File: config.mk
export PLATFORM = sky130hd
export DESIGN_NAME = odo_sbox_inv_loader
export DESIGN_NICKNAME = d
export VERILOG_FILES = /design/src/rtl/odo_sbox_pkg.sv /design/src/rtl/odo_sbox_inv_ram.sv /design/src/rtl/odo_sbox_inv_loader.sv
export SDC_FILE = /design/constraint.sdc
export NUM_CORES = 1
export LEC_CHECK = 0
export ABC_AREA = 1
export BUFFER_PORTS_ARGS = -buffer_cell sky130_fd_sc_hd__buf_2
export CORE_ASPECT_RATIO = 1.2
export CORE_MARGIN = 1.5
export CORE_UTILIZATION = 35
export DETAILED_ROUTE_END_ITERATION = 16
export GPL_TIMING_DRIVEN = 0
export PLACE_DENSITY = 0.49
export SLEW_MARGIN = 20
export SYNTH_ARGS = -nofsm -noshare
export SYNTH_HDL_FRONTEND = slang
export SYNTH_HIERARCHICAL = 1
export SYNTH_SLANG_ARGS = --single-unit
export TNS_END_PERCENT = 1
File: constraint.sdc
create_clock -name clk -period 7.8 [get_ports clk]
set_input_delay 0.78 -clock clk [delete_from_list [all_inputs] [get_ports clk]]
set_output_delay 0.78 -clock clk [all_outputs]
set_load 0.02 [all_outputs]
File: src/rtl/odo_sbox_pkg.sv
// Shared types and constants for the Odo small (6-bit) S-box stage.
package odo_sbox_pkg;

    localparam int ODO_SMALL_W     = 6;
    localparam int ODO_SMALL_DEPTH = 1 << ODO_SMALL_W;

    typedef logic [ODO_SMALL_W-1:0] sbox_small_t;

    typedef enum logic [1:0] {
        IDLE  = 2'd0,
        LOAD  = 2'd1,
        READY = 2'd2,
        ERR   = 2'd3
    } inv_state_t;

endpackage

File: src/rtl/odo_sbox_inv_ram.sv
// DEPTH x W table with one synchronous write port and one registered read port.
module odo_sbox_inv_ram
    import odo_sbox_pkg::*;
#(
    parameter int W     = ODO_SMALL_W,
    parameter int DEPTH = ODO_SMALL_DEPTH
) (
    input  logic         clk,
    input  logic         rst_n,
    input  logic         we,
    input  logic [W-1:0] waddr,
    input  logic [W-1:0] wdata,
    input  logic         re,
    input  logic [W-1:0] raddr,
    output logic [W-1:0] rdata
);

    logic [W-1:0] r_mem [DEPTH];
    logic [W-1:0] r_rdata;

    always_ff @(posedge clk) begin
        if (we) begin
            r_mem[waddr] <= wdata;
        end
    end

    // Only the read register is reset; it holds its value when no read is issued.
    always_ff @(posedge clk or negedge rst_n) begin
        if (!rst_n) begin
            r_rdata <= '0;
        end else if (re) begin
            r_rdata <= r_mem[raddr];
        end
    end

    assign rdata = r_rdata;

endmodule

File: src/rtl/odo_sbox_inv_loader.sv
// Builds the inverse of a streamed forward S-box table, flags duplicates, serves lookups.
module odo_sbox_inv_loader
    import odo_sbox_pkg::*;
#(
    parameter int W     = ODO_SMALL_W,
    parameter int DEPTH = 2 ** W
) (
    input  logic         clk,
    input  logic         rst_n,
    input  logic         load_start,
    input  logic         load_valid,
    input  logic [W-1:0] load_data,
    output logic         load_ready,
    output logic         build_done,
    output logic         build_err,
    input  logic         lk_valid,
    input  logic [W-1:0] lk_in,
    output logic [W-1:0] lk_out,
    output logic         lk_out_valid
);

    inv_state_t       r_state;
    logic [W-1:0]     r_idx;
    logic [DEPTH-1:0] r_seen;
    logic             r_dup;
    logic             r_lk_out_valid;

    logic             w_load_acc;
    logic             w_lk_acc;
    logic             w_dup_now;
    logic             w_last;
    logic [W-1:0]     w_rdata;

    // load_start always wins: it blocks both a same-cycle entry and a same-cycle lookup.
    assign w_load_acc = (r_state == LOAD) && load_valid && !load_start;
    assign w_lk_acc   = (r_state == READY) && lk_valid && !load_start;
    assign w_dup_now  = r_dup || r_seen[load_data];
    assign w_last     = (r_idx == W'(DEPTH - 1));

    always_ff @(posedge clk or negedge rst_n) begin
        if (!rst_n) begin
            r_state        <= IDLE;
            r_idx          <= '0;
            r_seen         <= '0;
            r_dup          <= 1'b0;
            r_lk_out_valid <= 1'b0;
        end else begin
            r_lk_out_valid <= w_lk_acc;
            if (load_start) begin
                r_state <= LOAD;
                r_idx   <= '0;
                r_seen  <= '0;
                r_dup   <= 1'b0;
            end else if (w_load_acc) begin
                r_seen[load_data] <= 1'b1;
                r_dup             <= w_dup_now;
                r_idx             <= r_idx + W'(1);
                // DEPTH distinct values fill the bitmap, so no separate permutation check.
                if (w_last) begin
                    r_state <= w_dup_now ? ERR : READY;
                end
            end
        end
    end

    odo_sbox_inv_ram #(
        .W     (W),
        .DEPTH (DEPTH)
    ) u_ram (
        .clk   (clk),
        .rst_n (rst_n),
        .we    (w_load_acc),
        .waddr (load_data),
        .wdata (r_idx),
        .re    (w_lk_acc),
        .raddr (lk_in),
        .rdata (w_rdata)
    );

    assign load_ready   = (r_state == LOAD);
    assign build_done   = (r_state == READY);
    assign build_err    = (r_state == ERR);
    assign lk_out       = w_rdata;
    assign lk_out_valid = r_lk_out_valid;

endmodule
==> metrics.txt <==
# TYPE chip_impl_metric gauge
chip_impl_info{name="result_of_the_run",value="completed"} 1
chip_impl_metric{name="drive_gt1_share",unit="%"} 10.8
chip_impl_metric{name="clock_insertion_delay_worst_skew",unit="ps"} 600
chip_impl_metric{name="drt-total-wl",unit="mm"} 60.6
chip_impl_metric{name="wire_per_inst",unit="microns"} 22.8
chip_impl_metric{name="power.density",unit="nW/um^2"} 243
chip_impl_metric{name="max_slew.worst_pin.slew",unit="ps"} 900
chip_impl_metric{name="dr_vias_cell",unit=""} 5.24
chip_impl_metric{name="place.port_buffers",unit=""} 22
chip_impl_metric{name="data_required_time_at_the_worst_endpoint",unit="ps"} 8020
chip_impl_info{name="worstSetupStartpointType",value="flip-flop"} 1
chip_impl_metric{name="setup_slack",unit="ps"} 4260
chip_impl_metric{name="cts_buffers",unit=""} 50
chip_impl_metric{name="vdd_drop_max",unit="uV"} 179
chip_impl_metric{name="r2r_setup_slack",unit="ps"} 4260
chip_impl_info{name="synth.most_common_cell",value="sky130_fd_sc_hd__nand2_1"} 1
chip_impl_info{name="r2r_start",value="r_state[0]"} 1
chip_impl_metric{name="finalCoreUtilization",unit="%"} 41.0
chip_impl_metric{name="timing.clock.skew",unit="ps"} 11.0
chip_impl_info{name="cts_root_buf",value="sky130_fd_sc_hd__clkbuf_16"} 1
chip_impl_info{name="crit_path_end_kind",value="flip-flop"} 1
chip_impl_metric{name="first_global_vias",unit=""} 13400
chip_impl_metric{name="dpl-instance-area",unit="sq um"} 20800
chip_impl_metric{name="slew_headroom",unit="%"} 39.5
chip_impl_metric{name="wire_length_of_the_first_global_routing_pass",unit="mm"} 88.5
chip_impl_info{name="crit_chain",value="inv_2 > nor2_2 > nand2_1 > nor2_2 > buf_6 > clkbuf_1 > nand4_1 > nor2_1"} 1
chip_impl_metric{name="antenna_violations_before_repair",unit=""} 0
chip_impl_metric{name="worstPathBufferInverterCount",unit=""} 3
chip_impl_info{name="dominant_combinational_cell_family_by_area_after_synthesis",value="simple AND/OR/NAND/NOR gates"} 1
chip_impl_metric{name="overflow",unit=""} 0
chip_impl_metric{name="layout.nets",unit=""} 1919
chip_impl_metric{name="place.gp.congestion",unit=""} 0.933
chip_impl_metric{name="asyncSetResetFlopFracSynth",unit="%"} 17.2
chip_impl_info{name="critical_path.most_common_cell",value="sky130_fd_sc_hd__nor2_2"} 1
chip_impl_metric{name="ios",unit=""} 27
chip_impl_metric{name="synth-warning-count",unit=""} 6
chip_impl_metric{name="yosys.area.top_type_share",unit="%"} 59.1
chip_impl_metric{name="number_of_iterations_in_the_first_detailed_routing_pass",unit=""} 5
chip_impl_metric{name="initial_core_util",unit="%"} 35.5
chip_impl_metric{name="yosys.area_share.simple",unit="%"} 23.9
chip_impl_info{name="worstSetupPathType",value="flip-flop to flip-flop"} 1
chip_impl_metric{name="yosys-mux-area-fraction",unit="%"} 0
chip_impl_metric{name="static-leakage-power",unit="nW"} 8.61
chip_impl_metric{name="grt_util_all_layers",unit="%"} 21.4
chip_impl_metric{name="synth_seq_area_share",unit="%"} 69.4
chip_impl_metric{name="synth_xor_area_share",unit="%"} 0
chip_impl_metric{name="cts_repair_resize_count",unit=""} 0
chip_impl_metric{name="fp.dieArea",unit="sq um"} 57200
chip_impl_info{name="worstHoldPathType",value="input pin to asynchronous set/reset pin"} 1
chip_impl_metric{name="synthesis.area",unit="sq um"} 19500
chip_impl_metric{name="syn_to_final_growth",unit="%"} 15.3
chip_impl_metric{name="fill_cells",unit=""} 5238
chip_impl_metric{name="grt_start_max_net_pins",unit=""} 60
chip_impl_metric{name="detailedPlacementHpwl",unit="mm"} 41.4
chip_impl_info{name="synth.top_cells.by_area",value="sky130_fd_sc_hd__edfxtp_1 59%, sky130_fd_sc_hd__nand2_1 12%, sky130_fd_sc_hd__dfrtp_1 10%"} 1
chip_impl_metric{name="ff_to_ff_path_depth",unit=""} 8
chip_impl_metric{name="row_count",unit=""} 94
chip_impl_metric{name="multi_input_area",unit="sq um"} 5230
chip_impl_metric{name="area.sequential",unit="sq um"} 13600
chip_impl_metric{name="floorplan.core_area",unit="sq um"} 54900
chip_impl_info{name="timing.rr.end",value="u_ram/r_mem[35][3]"} 1
chip_impl_metric{name="synth_compound_gate_area_share",unit="%"} 2.62
chip_impl_metric{name="path_max_fanout",unit=""} 10
chip_impl_metric{name="route.vias.total",unit=""} 13900
chip_impl_metric{name="hold_buffer_count_at_cts",unit=""} 0
chip_impl_info{name="ys_top_cells_by_count",value="613 x sky130_fd_sc_hd__nand2_1, 384 x sky130_fd_sc_hd__edfxtp_1, 373 x sky130_fd_sc_hd__nand3_1"} 1
chip_impl_info{name="grt_setup_unrepaired",value="no"} 1
chip_impl_metric{name="timing.final.crit_share",unit="%"} 45.3
chip_impl_metric{name="max_stage_delay",unit="ps"} 920
chip_impl_metric{name="initialDrtViolationCount",unit=""} 1317
chip_impl_metric{name="synth_seq_cells",unit=""} 464
chip_impl_info{name="synthFlopType",value="sky130_fd_sc_hd__edfxtp_1"} 1
chip_impl_metric{name="synth_adder_area_share",unit="%"} 0.0641
chip_impl_metric{name="post_synth_num_cell_types",unit=""} 29
chip_impl_metric{name="timing.final.crit_period",unit="ps"} 3540
chip_impl_metric{name="clock.fmax",unit="MHz"} 283
chip_impl_metric{name="drv_slew",unit=""} 0
chip_impl_metric{name="fin_area",unit="sq um"} 22500
chip_impl_metric{name="numClockSinks",unit=""} 464
chip_impl_metric{name="synth.net_count",unit=""} 1836
chip_impl_info{name="yosysTopAreaCell",value="sky130_fd_sc_hd__edfxtp_1"} 1
chip_impl_info{name="cp_top_family",value="simple AND/OR/NAND/NOR gates"} 1
chip_impl_metric{name="route.detailed.drc",unit=""} 0
chip_impl_metric{name="final-hold-violation-count",unit=""} 0
chip_impl_metric{name="synthesis.instances",unit=""} 1818
chip_impl_metric{name="chipWidth",unit="microns"} 219
chip_impl_metric{name="final-setup-viol-count",unit=""} 0
chip_impl_metric{name="ctsHtreeMaxLevel",unit=""} 2
chip_impl_metric{name="floorplan.die.height",unit="microns"} 262
chip_impl_metric{name="timing.hold.ws",unit="ps"} 254
chip_impl_info{name="cts_tree",value="yes"} 1
chip_impl_metric{name="setup_total_negative_slack",unit="ps"} 0
chip_impl_metric{name="drv_cap",unit=""} 0
chip_impl_metric{name="ctsLongestPathBuffers",unit=""} 3
chip_impl_metric{name="crit_arrival",unit="ps"} 3750
chip_impl_metric{name="detailedPlace.worstSlack",unit="ps"} 4090
chip_impl_metric{name="synth_enable_flop_cells",unit=""} 384
chip_impl_metric{name="path_clk_slew",unit="ps"} 60
chip_impl_info{name="slowest_stage",value="sky130_fd_sc_hd__nor2_1"} 1
chip_impl_metric{name="antenna_cells_inserted",unit=""} 0
chip_impl_metric{name="routed_antenna_nets",unit=""} 0
chip_impl_metric{name="syn_area_per_cell",unit="sq um"} 10.7
chip_impl_metric{name="postCtsSetupBuffers",unit=""} 0
[metrics by stage]
step | std cells | power [mW]
3_3_place_gp | 2560 | 3.07
4_1_cts | 2663 | 5.51
3_5_place_dp | 2569 | 3.08
5_1_grt | 2663 | 5.63
6_report | 2663 | 5.47
2_1_floorplan | 1818 | 2.92
[cell families (layout without fill, tap and decap cells)]
kind of cell	count (synthesis)	in the layout
adder cells (fa/ha/maj)	1	1
buffers and inverters	175	300
flip-flops	464	464
AND/OR/NAND/NOR	1088	1088
AO/OA/AOI/OAI	90	90
[cells in the final DEF (no fill, tap or decap), types with 2 or more instances in the layout]
| cell | instances |
|---|---|
| sky130_fd_sc_hd__a21oi_1 | 5 |
| sky130_fd_sc_hd__buf_1 | 10 |
| sky130_fd_sc_hd__buf_12 | 2 |
| sky130_fd_sc_hd__buf_16 | 5 |
| sky130_fd_sc_hd__buf_2 | 72 |
| sky130_fd_sc_hd__buf_4 | 14 |
| sky130_fd_sc_hd__buf_6 | 5 |
| sky130_fd_sc_hd__bufinv_16 | 5 |
| sky130_fd_sc_hd__clkbuf_1 | 32 |
| sky130_fd_sc_hd__clkbuf_16 | 53 |
| sky130_fd_sc_hd__clkbuf_8 | 7 |
| sky130_fd_sc_hd__clkinv_1 | 9 |
| sky130_fd_sc_hd__clkinv_2 | 12 |
| sky130_fd_sc_hd__dfrtp_1 | 74 |
| sky130_fd_sc_hd__dfrtp_4 | 6 |
| sky130_fd_sc_hd__edfxtp_1 | 384 |
| sky130_fd_sc_hd__inv_1 | 65 |
| sky130_fd_sc_hd__inv_2 | 7 |
| sky130_fd_sc_hd__nand2_1 | 613 |
| sky130_fd_sc_hd__nand3_1 | 373 |
| sky130_fd_sc_hd__nand3_2 | 5 |
| sky130_fd_sc_hd__nand4_1 | 9 |
| sky130_fd_sc_hd__nor2_1 | 64 |
| sky130_fd_sc_hd__nor2_2 | 5 |
| sky130_fd_sc_hd__nor3_1 | 9 |
| sky130_fd_sc_hd__nor4_2 | 8 |
| sky130_fd_sc_hd__o211ai_1 | 3 |
| sky130_fd_sc_hd__o21ai_0 | 11 |
| sky130_fd_sc_hd__o21ai_1 | 34 |
| sky130_fd_sc_hd__o22ai_1 | 35 |
[where the power goes]
part | internal (mW) | switching [mW] | total, mW
clock | 1.46 | 0.977 | 2.44
sequential | 2.68 | 0.00999 | 2.69
combinational | 0.0832 | 0.257 | 0.340
[metal layers]
| layer | track usage [%] | routed length (microns) | share of wire, % | vias up |
|---|---|---|---|---|
| met3 | 3.29 | 3550 | 5.9 | 114 |
| li1 | - | - | - | 6471 |
| met1 | 27.3 | 24600 | 41 | 6895 |
| met5 | 0 | 0 | 0 | - |
| met2 | 36.7 | 30200 | 50 | 461 |
| met4 | 8.33 | 2330 | 3.8 | 0 |
[worst max-delay path by stage]
| stage | from | depth (start not counted) | to |
|---|---|---|---|
| 2_1_floorplan | load_valid | 6 | u_ram/r_mem[48][0] |
| 3_3_place_gp | load_valid | 7 | u_ram/r_mem[55][5] |
| 3_5_place_dp | load_valid | 7 | u_ram/r_mem[30][0] |
| 4_1_cts | r_state[0] | 8 | u_ram/r_mem[30][5] |
| 5_1_grt | r_state[0] | 8 | u_ram/r_mem[35][2] |
| 6_report | r_state[0] | 8 | u_ram/r_mem[35][3] |
[worst reg2reg max path: stages, from the launching register on]
cell                       delay [ps]
sky130_fd_sc_hd__dfrtp_1          410
sky130_fd_sc_hd__inv_2             50
sky130_fd_sc_hd__nor2_2            90
sky130_fd_sc_hd__nand2_1          160
sky130_fd_sc_hd__nor2_2           210
sky130_fd_sc_hd__buf_6            190
sky130_fd_sc_hd__clkbuf_1         340
sky130_fd_sc_hd__nand4_1          790
sky130_fd_sc_hd__nor2_1           930
[layout make-up]
| class | count | area share, % |
|---|---|---|
| buffer | 101 | 2.32 |
| clock buffer | 68 | 6.46 |
| clock inverter | 26 | 1.10 |
| inverter | 74 | 1.25 |
| multi-input combinational | 1179 | 23.3 |
| sequential | 464 | 60.3 |
| tap | 720 | 4.00 |
| timing repair buffer | 31 | 1.36 |
[state kept, by name, summed over array words and instances (netlist names)]
name / cells
u_ram/r_mem: 384
r_seen: 64
r_idx: 6
u_ram/rdata: 6
r_state: 2
lk_out_valid: 1
r_dup: 1
No activity file was read; power rests on OpenSTA's default activity.
